File: src/rtl/inst_fetch_pkg.sv
// Shared types and constants for the instruction fetch stage.
// Also provides the saturating increment used by the optional stall counter.
package inst_fetch_pkg;

    localparam int unsigned INST_W  = 8;
    localparam int unsigned STALL_W = 16;

    typedef enum logic [1:0] {
        StIdle    = 2'd0,
        StWait    = 2'd1,
        StDiscard = 2'd2
    } fetch_state_e;

    function automatic logic [STALL_W-1:0] sat_inc(input logic [STALL_W-1:0] v);
        return (v == '1) ? v : v + STALL_W'(1);
    endfunction

endpackage

File: src/rtl/fetch_fifo.sv
// Prefetch FIFO: DEPTH entries of WIDTH bits, wrap-bit pointers, flush beats push/pop.
// The head reads as zero whenever the FIFO is empty.
module fetch_fifo #(
    parameter int unsigned  DEPTH = 4,
    parameter int unsigned  WIDTH = 16,
    localparam int unsigned IDX_W = $clog2(DEPTH),
    localparam int unsigned PTR_W = IDX_W + 1
) (
    input  logic             clk,
    input  logic             rst,
    input  logic             push,
    input  logic             pop,
    input  logic             flush,
    input  logic [WIDTH-1:0] wdata,
    output logic [PTR_W-1:0] count,
    output logic [WIDTH-1:0] head,
    output logic             empty
);

    logic [WIDTH-1:0] mem_q [DEPTH];
    logic [PTR_W-1:0] wr_ptr_q, wr_ptr_d;
    logic [PTR_W-1:0] rd_ptr_q, rd_ptr_d;
    logic [IDX_W-1:0] wr_idx, rd_idx;
    logic             full;
    logic             do_push;
    logic             do_pop;

    always_comb begin
        wr_idx  = wr_ptr_q[IDX_W-1:0];
        rd_idx  = rd_ptr_q[IDX_W-1:0];
        empty   = (wr_ptr_q == rd_ptr_q);
        full    = (wr_idx == rd_idx) && (wr_ptr_q[IDX_W] != rd_ptr_q[IDX_W]);
        do_pop  = pop && !empty;
        // A pop frees the slot being written, so push on full is fine alongside it.
        do_push = push && (!full || do_pop);
        count   = wr_ptr_q - rd_ptr_q;
        head    = empty ? '0 : mem_q[rd_idx];

        wr_ptr_d = wr_ptr_q;
        rd_ptr_d = rd_ptr_q;
        if (flush) begin
            wr_ptr_d = '0;
            rd_ptr_d = '0;
        end else begin
            if (do_push) wr_ptr_d = wr_ptr_q + PTR_W'(1);
            if (do_pop)  rd_ptr_d = rd_ptr_q + PTR_W'(1);
        end
    end

    always_ff @(posedge clk or posedge rst) begin
        if (rst) begin
            wr_ptr_q <= '0;
            rd_ptr_q <= '0;
        end else begin
            wr_ptr_q <= wr_ptr_d;
            rd_ptr_q <= rd_ptr_d;
        end
    end

    always_ff @(posedge clk) begin
        if (do_push && !flush) begin
            mem_q[wr_idx] <= wdata;
        end
    end

endmodule

File: src/rtl/inst_fetch.sv
// Instruction fetch stage: owns the PC, one outstanding memory read, prefetch FIFO to the CPU.
// Define INST_FETCH_PERF_EN to add the stall_cycles starvation counter port.
module inst_fetch
    import inst_fetch_pkg::*;
#(
    parameter int unsigned       ADDR_W   = 8,
    parameter int unsigned       DEPTH    = 4,
    parameter logic [ADDR_W-1:0] RESET_PC = '0
) (
    input  logic                clk,
    input  logic                rst,
    output logic                mem_req,
    output logic [ADDR_W-1:0]   mem_addr,
    input  logic                mem_ack,
    input  logic [INST_W-1:0]   mem_rdata,
    output logic [INST_W-1:0]   inst,
    output logic [ADDR_W-1:0]   inst_pc,
    output logic                inst_valid,
    input  logic                inst_ready,
    input  logic                redirect,
    input  logic [ADDR_W-1:0]   redirect_pc
`ifdef INST_FETCH_PERF_EN
    ,
    output logic [STALL_W-1:0]  stall_cycles
`endif
);

    localparam int unsigned CNT_W   = $clog2(DEPTH) + 1;
    localparam int unsigned ENTRY_W = INST_W + ADDR_W;

    fetch_state_e        state_q, state_d;
    logic [ADDR_W-1:0]   pc_q, pc_d;
    logic [ADDR_W-1:0]   addr_q, addr_d;
    logic [CNT_W-1:0]    fifo_count;
    logic [CNT_W-1:0]    count_next;
    logic [ENTRY_W-1:0]  fifo_head;
    logic                fifo_empty;
    logic                push;
    logic                pop;
    logic                req_free;
    logic                issue;

    fetch_fifo #(
        .DEPTH (DEPTH),
        .WIDTH (ENTRY_W)
    ) u_fifo (
        .clk   (clk),
        .rst   (rst),
        .push  (push),
        .pop   (pop),
        .flush (redirect),
        .wdata ({mem_rdata, mem_addr}),
        .count (fifo_count),
        .head  (fifo_head),
        .empty (fifo_empty)
    );

    assign inst_valid = !fifo_empty;
    assign inst       = fifo_head[ENTRY_W-1:ADDR_W];
    assign inst_pc    = fifo_head[ADDR_W-1:0];
    assign mem_req    = (state_q != StIdle);
    assign mem_addr   = addr_q;

    always_comb begin
        // A redirect flushes the FIFO, so any pop or push in that cycle is void.
        pop  = inst_valid && inst_ready && !redirect;
        push = (state_q == StWait) && mem_ack && !redirect;

        pc_d = pc_q;
        if (redirect) begin
            pc_d = redirect_pc;
        end else if (push) begin
            pc_d = pc_q + ADDR_W'(1);
        end

        count_next = redirect ? '0 : fifo_count + CNT_W'(push) - CNT_W'(pop);
        issue      = (count_next < CNT_W'(DEPTH));

        state_d  = state_q;
        addr_d   = addr_q;
        req_free = 1'b0;
        unique case (state_q)
            StIdle: req_free = 1'b1;
            StWait: begin
                if (mem_ack) begin
                    req_free = 1'b1;
                end else if (redirect) begin
                    state_d = StDiscard;
                end
            end
            StDiscard: req_free = mem_ack;
            default: begin
                state_d = StIdle;
            end
        endcase

        if (req_free) begin
            if (issue) begin
                state_d = StWait;
                addr_d  = pc_d;
            end else begin
                state_d = StIdle;
            end
        end
    end

    always_ff @(posedge clk or posedge rst) begin
        if (rst) begin
            state_q <= StIdle;
            pc_q    <= RESET_PC;
            addr_q  <= RESET_PC;
        end else begin
            state_q <= state_d;
            pc_q    <= pc_d;
            addr_q  <= addr_d;
        end
    end

`ifdef INST_FETCH_PERF_EN
    logic [STALL_W-1:0] stall_q;

    // Counts cycles where the CPU wanted an instruction and none was ready.
    always_ff @(posedge clk or posedge rst) begin
        if (rst) begin
            stall_q <= '0;
        end else if (inst_ready && !inst_valid) begin
            stall_q <= sat_inc(stall_q);
        end
    end

    assign stall_cycles = stall_q;
`endif

endmodule
File: config.mk
export PLATFORM = sky130hd
export DESIGN_NAME = inst_fetch
export DESIGN_NICKNAME = d
export VERILOG_FILES = /design/src/rtl/inst_fetch_pkg.sv /design/src/rtl/fetch_fifo.sv /design/src/rtl/inst_fetch.sv
export SDC_FILE = /design/constraint.sdc
export NUM_CORES = 1
export LEC_CHECK = 0
export CAP_MARGIN = 20
export CELL_PAD_IN_SITES_DETAIL_PLACEMENT = 0
export CELL_PAD_IN_SITES_GLOBAL_PLACEMENT = 1
export CORE_UTILIZATION = 46
export CTS_CLUSTER_DIAMETER = 150
export DETAILED_ROUTE_END_ITERATION = 12
export GPL_TIMING_DRIVEN = 0
export PLACE_DENSITY_LB_ADDON = 0.1
export SLEW_MARGIN = 20
export SYNTH_ARGS = -nofsm -noshare
export SYNTH_HDL_FRONTEND = slang
export SYNTH_SLANG_ARGS = --single-unit
File: constraint.sdc
create_clock -name clk -period 4.9 [get_ports clk]
set_input_delay 0.98 -clock clk [delete_from_list [all_inputs] [get_ports clk]]
set_output_delay 0.98 -clock clk [all_outputs]
set_load 0.01 [all_outputs]
==> impl_metrics.ini, run 1 <==
[run_status]
status = complete, no violations

[flow_run]
maxCapViolCount = 0

[timing]
setup_ws_ns = 0.687
rsz0062_at_grt = no
slew_headroom = 0.356
worstMarginPinSlew_ns = 0.965
period_needed_ns = 4.21
skew_ns = 0.00841
fmax_mhz = 237
fin_tns_setup_ns = 0
min_period_over_period = 0.860
final-setup-viol-count = 0
finalMaxSlewViolations = 0
hold_viol_final = 0

[power_and_ir_drop]
p_seq_frac = 0.419
internal_power_w = 0.00170
p_comb_frac = 0.345
power.total_w = 0.00246
p_clk_frac = 0.237
switchingPower_w = 0.000753
switching_share = 0.307
ir_worst_vdd_mv = 0.258
pwr_density_cell_mw_per_mm2 = 522
p_leak_nw = 1.69

[worst_hold_path]
hp-class = reg -> reg
min_to = u_fifo.mem_q[0][7]$_DFFE_PP_
hold_path_depth = 0
hold_path_startpoint = mem_addr[7]$_DFFE_PP0P_

[place]
gp_congestion = 0.764
dp_cells = 393
dp_hpwl_um = 4650
portBuffers = 46
dpl_worst_slack_ns = 0.437

[worst_setup_path]
r2r_slack_ns = 0.87
critPathArrivalTime_ns = 3.23
crit_fanout = 10
reg2reg_depth = 11
required_ns = 3.92
critPathLaunchType = register
worstReg2RegEnd = mem_addr[2]$_DFFE_PP0P_
r2r_start = u_fifo.rd_ptr_q[1]$_DFFE_PP0P_
cp-end-kind = primary output
critPathKind = reg -> out

[global_route]
use_met1 = 0.243
grt_pass1_vias = 2203
busiest_layer = met2
grt_pass1_wl_um = 11600
grt_start_max_net_pins = 25
grt_use_met3 = 0.0398
grt-ovfl-total = 0
antenna_found_initial = 0
track_usage = 0.180
use_met2 = 0.300

[finish]
layout.cells.most_common = edfxtp_1
fin_util = 0.576
final_cell_mix = edfxtp_1 (64), clkdlybuf4s50_1 (46), dfrtp_1 (24)
multi_input_area_mm2 = 0.00126
drive_gt1_frac = 0.155
nets = 332
area_growth_pct = 21.9
fin_cells = 409
fill_cells = 675
antenna_cells = 0
register_area_mm2 = 0.00252

[floorplanning]
initial_core_util = 0.472
ioPinCount = 47
coreArea_mm2 = 0.00818
placementRows = 33
fp.dieW_um = 93.6
die_h_um = 93.6
dieArea_mm2 = 0.00876

[clock_tree]
cts_tree = yes
cts_sinks = 88
post_cts_buffers = 0
htreeDepth = 3
worstSkewPairLatency_ns = 0.35
holdBufCountCts = 0
cts_inserted_buffers = 9
root_buffer = clkbuf_8
cts_max_path_buffers = 2
path_clk_slew_ns = 0.09
ctsResizeCount = 0

[logic_synthesis]
synth_area_mm2 = 0.00386
ys_types = 40
synth-seq-cells = 88
syn_inst = 241
avgSynthCellArea_um2 = 16.0
seq_area_frac_synth = 0.653
synth_fp_nets = 274
ys_warn_count = 0

[drt]
drc = 0
post_drt_wl_per_cell_um = 17.1
finalWirelength_um = 7010
antenna_left = 0
via_per_inst = 5.21
drtPass1Iterations = 4
routed-via-count = 2132
drt_iter0_drc = 110
[Yosys cell counts, drive strengths merged]
| cell | number | share of area |
|---|---|---|
| o311ai | 1 | 0.0023 |
| a21oi | 2 | 0.0026 |
| edfxtp | 64 | 0.50 |
| nand3 | 4 | 0.0052 |
| and2 | 3 | 0.0049 |
| nand2 | 7 | 0.0068 |
| fa | 2 | 0.010 |
| and3b | 1 | 0.0023 |
| nor3b | 1 | 0.0019 |
| inv | 13 | 0.013 |
| xnor3 | 1 | 0.0062 |
| mux4 | 16 | 0.093 |
| o21ai | 6 | 0.0078 |
| mux2i | 3 | 0.0078 |
| o21a | 3 | 0.0058 |
| o211ai | 2 | 0.0039 |
| nor2b | 18 | 0.029 |
| clkbuf | 3 | 0.0029 |
| or3 | 2 | 0.0032 |
| buf | 5 | 0.0078 |
| a211oi | 1 | 0.0019 |
| a31oi | 3 | 0.0049 |
| dfrtp | 24 | 0.16 |
| xnor2 | 1 | 0.0023 |
| o41ai | 1 | 0.0023 |
| nor2 | 10 | 0.0097 |
| or4 | 2 | 0.0039 |
| or2 | 1 | 0.0016 |
| nor3 | 6 | 0.0078 |
| o22ai | 2 | 0.0032 |
| xor2 | 7 | 0.018 |
| mux2 | 6 | 0.023 |
| nand4 | 2 | 0.0032 |
| ha | 10 | 0.032 |
| o41a | 1 | 0.0029 |
| o31ai | 4 | 0.0078 |
| nand2b | 3 | 0.0049 |
[per-stage QoR]
step	hold WS [ns]	instance area (um^2)
after CTS	0.574	4710
after detailed placement	0.548	4470
after floorplan	0.537	3860
after global routing	0.580	4710
final	0.557	4710
after global placement	0.533	4450
[cell families (layout without fill, tap and decap cells)]
| logic type | count (synthesis) | count (layout) | share of synthesized area |
|---|---|---|---|
| buffers and inverters | 21 | 84 | 0.0233 |
| AOI/OAI and AO/OA | 26 | 26 | 0.0454 |
| and+or+nand+nor | 60 | 60 | 0.0846 |
| adders and majority gates | 12 | 12 | 0.0428 |
| xor gates and xnor gates | 9 | 9 | 0.0262 |
| muxes | 25 | 25 | 0.124 |
| DFF | 88 | 88 | 0.653 |
[state kept, by name, summed over array words and instances, names as in the netlist]
signal           flops
mem_addr             8
pc_q                 8
state_q              2
u_fifo.mem_q        64
u_fifo.rd_ptr_q      3
u_fifo.wr_ptr_q      3
[layout make-up]
cell class                      instances  area share
Buffer                                  8     0.00877
Clock buffer                           10      0.0292
Clock inverter                          6      0.0207
Inverter                               13      0.0104
Multi-Input combinational cell        132       0.267
Sequential cell                        88       0.536
Tap cell                              105      0.0279
Timing Repair Buffer                   47       0.100
[power by group through the flow]
stage                     Combinational, W  Clock, W  Sequential (W)
after CTS                         0.000864  0.000594         0.00103
after global routing              0.000924  0.000622         0.00105
after floorplan                   0.000507         0         0.00103
after global placement            0.000846         0         0.00104
after detailed placement          0.000861         0         0.00105
final                             0.000847  0.000582         0.00103
[routing by layer]
| layer | wire length [um] | share of wire |
|---|---|---|
| met5 | 0 | 0 |
| met2 | 3470 | 0.49 |
| met3 | 302 | 0.043 |
| met4 | 69 | 0.0098 |
| met1 | 3170 | 0.45 |
[worst max path at each step]
stage,depth (start not counted),slack (ns),start,endpoint
finish,6,0.69,u_fifo.rd_ptr_q[1]$_DFFE_PP0P_,inst_pc[7]
global route,6,0.41,u_fifo.rd_ptr_q[1]$_DFFE_PP0P_,inst_pc[7]
CTS,6,0.51,u_fifo.rd_ptr_q[1]$_DFFE_PP0P_,inst_pc[7]
detailed placement,11,0.44,redirect,mem_addr[5]$_DFFE_PP0P_
global placement,6,0.44,u_fifo.rd_ptr_q[1]$_DFFE_PP0P_,inst_pc[6]
floorplan,10,1.32,redirect,mem_addr[0]$_DFFE_PP0P_
[critical path, cell delays in order, from the launching register on]
cell and delay, ns:
dfrtp_1 0.41, clkbuf_1 0.50, xor2_1 0.26, nor3_2 0.67
clkbuf_1 0.44, nor2b_1 0.11, clkdlybuf4s50_1 0.49
Power figures use the tool's default switching activity.
==> run 2: changes to the inputs <==
--- a/config.mk
+++ b/config.mk
@@ -5,12 +5,12 @@
 export SDC_FILE = /design/constraint.sdc
 export NUM_CORES = 1
 export LEC_CHECK = 0
-export CAP_MARGIN = 20
 export CELL_PAD_IN_SITES_DETAIL_PLACEMENT = 0
 export CELL_PAD_IN_SITES_GLOBAL_PLACEMENT = 1
-export CORE_UTILIZATION = 46
+export CORE_UTILIZATION = 45
 export CTS_CLUSTER_DIAMETER = 150
 export DETAILED_ROUTE_END_ITERATION = 12
+export DONT_BUFFER_PORTS = 1
 export GPL_TIMING_DRIVEN = 0
 export PLACE_DENSITY_LB_ADDON = 0.1
 export SLEW_MARGIN = 20
==> run 2 against run 1 <==
Against the previous run: core utilization shrank 6.2 points; via count shrank 7.9%; sequential share of layout area grew 5.9 points; final cell count shrank 11%; largest cell class unchanged.
==> impl_metrics.ini, run 2 (synthesis results as in run 1) <==
[run_status]
status = complete, no violations

[clock_tree]
cts_sinks = 88
root_buffer = clkbuf_8
cts_tree = yes
path_clk_slew_ns = 0.09
post_cts_buffers = 0
worstSkewPairLatency_ns = 0.36
cts_max_path_buffers = 2
ctsResizeCount = 0
cts_inserted_buffers = 9
htreeDepth = 3
holdBufCountCts = 0

[place]
portBuffers = 0
dp_cells = 347
dp_hpwl_um = 4560
gp_congestion = 0.723

[finish]
top_register = u_fifo.mem_q
antenna_cells = 0
nets = 286
fin_cells = 363
layout.cells.most_common = edfxtp_1
largest_register_ffs = 64
drive_gt1_frac = 0.182
area_growth_pct = 9.85
fin_util = 0.514
final_cell_mix = edfxtp_1 (64), dfrtp_1 (24), nor2b_1 (18)

[flow_run]
maxCapViolCount = 0

[worst_setup_path]
r2r_slack_ns = 0.84
max_stage_delay_ns = 0.58
cp-end-kind = register
required_ns = 5.15
crit_buf_inv = 2
cp_common_cell = fa_1
crit_path_top_delay_cell = o31ai_1
cp.depth = 11
critPathLaunchType = register
crit_fanout = 9
crit_chain = clkbuf_1, xor2_1, o31ai_1, nor2_1, fa_1, fa_1, nor3b_1, xnor3_2, o21a_1, buf_6, mux2_4
critPathArrivalTime_ns = 4.31
reg2reg_depth = 11
critPathKind = reg -> reg
path_delay_family = adder cells

[floorplanning]
placementRows = 33
coreArea_mm2 = 0.00826
dieArea_mm2 = 0.00895
die_h_um = 94.6
initial_core_util = 0.468
ioPinCount = 47
fp.dieW_um = 94.6

[drt]
finalWirelength_um = 6740
post_drt_wl_per_cell_um = 18.6
antenna_left = 0
drtPass1Iterations = 4
drc = 0
via_per_inst = 5.41
drt_iter0_drc = 67
routed-via-count = 1963

[worst_hold_path]
hold_path_depth = 2
hp-class = reg -> reg

[timing]
hold_viol_final = 0
slew_headroom = 0.368
fmax_mhz = 246
finalMaxSlewViolations = 0
fin_tns_setup_ns = 0
final-setup-viol-count = 0
min_period_over_period = 0.829
period_needed_ns = 4.06
worstMarginPinSlew_ns = 0.947
rsz0062_at_grt = no
skew_ns = 0.00765

[global_route]
track_usage = 0.166
grt_pass1_wl_um = 10500
antenna_found_initial = 0
grt_pass1_vias = 1946
grt_start_max_net_pins = 25
grt-ovfl-total = 0

[power_and_ir_drop]
pwr_density_cell_mw_per_mm2 = 524
ir_worst_vdd_mv = 0.292
p_leak_nw = 1.51
## run 2: cell count changes in the layout (fill, tap and decap cells not counted), sizes merged
cell,change
clkdlybuf4s50,-46
clkinv,+1
clkbuf,-1
## run 2: metal layers
layer / vias to the layer above / share of wire / track usage
li1: 929 / - / -
met1: 970 / 0.46 / 0.221
met2: 52 / 0.48 / 0.255
met3: 12 / 0.047 / 0.0459
met4: 0 / 0.017 / 0.0720
met5: - / 0 / 0
## run 2: path summary, 6_finish.rpt
path | startpoint | endpoint
worst max register to register | u_fifo.rd_ptr_q[1]$_DFFE_PP0P_ | mem_addr[3]$_DFFE_PP0P_
worst min-delay path | pc_q[7]$_DFF_PP0_ | pc_q[7]$_DFF_PP0_
min in group asynchronous | rst | mem_addr[5]$_DFFE_PP0P_
worst max-delay path | u_fifo.rd_ptr_q[1]$_DFFE_PP0P_ | mem_addr[3]$_DFFE_PP0P_
worst min register to register | pc_q[7]$_DFF_PP0_ | pc_q[7]$_DFF_PP0_
max in group asynchronous | rst | mem_addr[3]$_DFFE_PP0P_
## run 2: layout make-up
type,instances,area (um^2)
fillers,719,4020
flip-flops and latches,88,2520
multi-input cells,132,1260
well taps,105,131
clock buffers,9,124
clock inverters,7,103
inverters,13,48.8
plain buffers,8,41.3
repair buffers,1,15.0
## run 2: power by group
group	internal, W	switching (W)
clock	0.000294	0.000269
sequential	0.000936	0.000115
combinational	0.000276	0.000334
## run 2: tightest hold or removal path, cell delays in order (launching register included)
cell,delay (ns)
dfrtp_1,0.39
o31ai_1,0.06
a31oi_1,0.10
## run 2: through the flow
step / hold WS (ns) / power, W / area [um^2] / worst slack (ns)
finish: 0.587 / 0.00222 / 4240 / 0.837
detailed placement: 0.572 / 0.00169 / 4020 / 0.805
CTS: 0.592 / 0.00226 / 4240 / 0.776
floorplan: 0.537 / 0.00154 / 3860 / 1.32
global route: 0.622 / 0.00235 / 4240 / 0.549
global placement: 0.571 / 0.00168 / 3990 / 0.836
==> variant, RTL diff (flow settings as in run 1) <==
The option `INST_FETCH_PERF_EN` is turned on by a define.
--- a/src/rtl/inst_fetch.sv
+++ b/src/rtl/inst_fetch.sv
@@ -2,2 +2,4 @@
 // Define INST_FETCH_PERF_EN to add the stall_cycles starvation counter port.
+`define INST_FETCH_PERF_EN
+
 module inst_fetch
Check against the original RTL (old outputs only; new: stall_cycles): equivalent (equiv_simple and equiv_induct, registers matched by name and starting in step).
==> variant against run 1 <==
  * Clock power down 5.2%
  * First-iteration DRC count down 41%
  * Cell area up 19%
  * Sequential cell count up 16
  * Worst setup slack better by 0.23 ns
  * Synthesized area up 19%
  * Routed wire length up 15%
  * Total power up 17%
  * Largest cell class unchanged
==> variant: results (changes against run 1) <==
synthesis:
  seq_area_frac_synth_pct: 63.7  # -1.7 points
  synth_ff_type: "edfxtp_1"
  async_reset_ff_share_pct: 38.5  # +11 points
  syn_nets: 331  # +21%
  ys_top_cells_by_count: "edfxtp_1, dfrtp_1, and2_1, nand2_1, mux4_2"
  yosysUniqueCellTypes: 47  # +18%
  synthTopCellsByArea: "edfxtp_1, dfrtp_1, mux4_2"
  synth-edff-count: 64  # unchanged
setup_path:
  r2r_slack_ns: 0.92  # +0.05 ns
  crit_family: "simple AND/OR/NAND/NOR gates"
  worstPathArrival_ns: 4.23  # +1.00 ns
  cp_slowest_cell: "or3b_2"
  rr_worst_depth: 14  # +3
  endpoint: "mem_addr[7]"
  max_stage_delay_ns: 0.49  # -0.18 ns
run_status:
  status: "finished clean"
worst_hold_path:
  hold_end: "stall_cycles[15]"
  min-delay-start: "stall_cycles[15]"
  min_path_cells: 1  # +1
clock_tree:
  h-tree-depth: 3  # unchanged
  root_buffer: "clkbuf_8"
  insertion_delay_ns: 0.36
  cts_buffer_depth: 2  # unchanged
  post_cts_resized: 0  # unchanged
pwr:
  leakage_nw: 2.11  # +25%
  peakVddDrop_mv: 0.235  # -9.1%
global_route:
  grt_first_pass_wirelength_mm: 13.5  # +16%
  first_global_vias: 2673  # +21%
  grt_usage_pct: 17.7  # -0.34 points
  grt_max_degree: 22  # -12%
route:
  drt-initial-drc-count: 65  # -41%
  dr.pass1.iters: 4  # unchanged
  wl_per_cell_um: 15.9  # -7.3%
  avgViaCountPerCell: 5.07  # -2.8%
place:
  place.port_buffers: 61  # +33%
  routabilityCongestion: 0.727  # -4.9%
  dp_hpwl_mm: 5.62  # +21%
  place_ws_ns: 0.525  # +0.0873 ns
finish:
  drive_above_1_share_pct: 16.0  # +0.54 points
  largest_register: "u_fifo.mem_q"
  fill_cells: 820  # +21%
  nets: 404  # +22%
sta:
  clock_skew_ns: 0.0124  # +0.00400 ns
  whs_ns: 0.497  # -0.0607 ns
  relSlewSlack_pct: 43.7  # +8.1 points
  period_needed_ns: 3.98  # -0.231 ns
==> variant: cell types whose count changed in the layout (fill, tap and decap cells not counted), sizes merged, moves of 4 or more <==
cell / before / now
inv: 16 / 11
and2: 3 / 20
nor2b: 18 / 4
xnor2: 1 / 14
dfrtp: 24 / 40
nand2: 7 / 18
xor2: 7 / 12
clkdlybuf4s50: 46 / 61
and3: 0 / 4
==> variant: final cells by class <==
| class | instances | area share (%) |
|---|---|---|
| Buffer | 9 | 0.870 |
| Clock buffer | 10 | 2.66 |
| Clock inverter | 6 | 1.12 |
| Inverter | 9 | 0.647 |
| Multi-Input combinational cell | 175 | 28.2 |
| Sequential cell | 104 | 52.1 |
| Tap cell | 133 | 2.97 |
| Timing Repair Buffer | 62 | 11.4 |
==> variant: per-stage QoR <==
step / util, % / power, mW / cells / cell area [sq um]
CTS: 57.6 / 2.92 / 508 / 5610
global placement: 55.2 / 2.34 / 491 / 5370
global route: 57.6 / 3.06 / 508 / 5610
detailed placement: 55.5 / 2.36 / 492 / 5400
floorplan: - / 1.87 / 297 / 4590
finish: 57.6 / 2.87 / 508 / 5610
==> variant: where the power goes <==
group	total [mW]	switching (mW)	internal (mW)
logic	1.11	0.493	0.613
clock network	0.552	0.283	0.268
registers	1.21	0.123	1.09
total	2.87	0.899	1.97
==> variant: metal layers <==
layer | vias to the layer above | global-route usage, % | share of wire [%]
met5 | - | 0 | 0
met4 | 0 | 6.37 | 1.7
met3 | 11 | 4.86 | 4.6
met2 | 60 | 30.1 | 50
met1 | 1272 | 21.8 | 44
li1 | 1232 | - | -
==> variant: logic make-up after synthesis <==
logic type      after synthesis  share of synthesized area (%)
compound gates               14                           2.13
xor+xnor                     27                           5.61
fa+ha+maj                    13                           3.87
mux                          29                           11.3
buf+inv                      18                           1.85
simple gates                 92                           11.6
flops                       104                           63.7
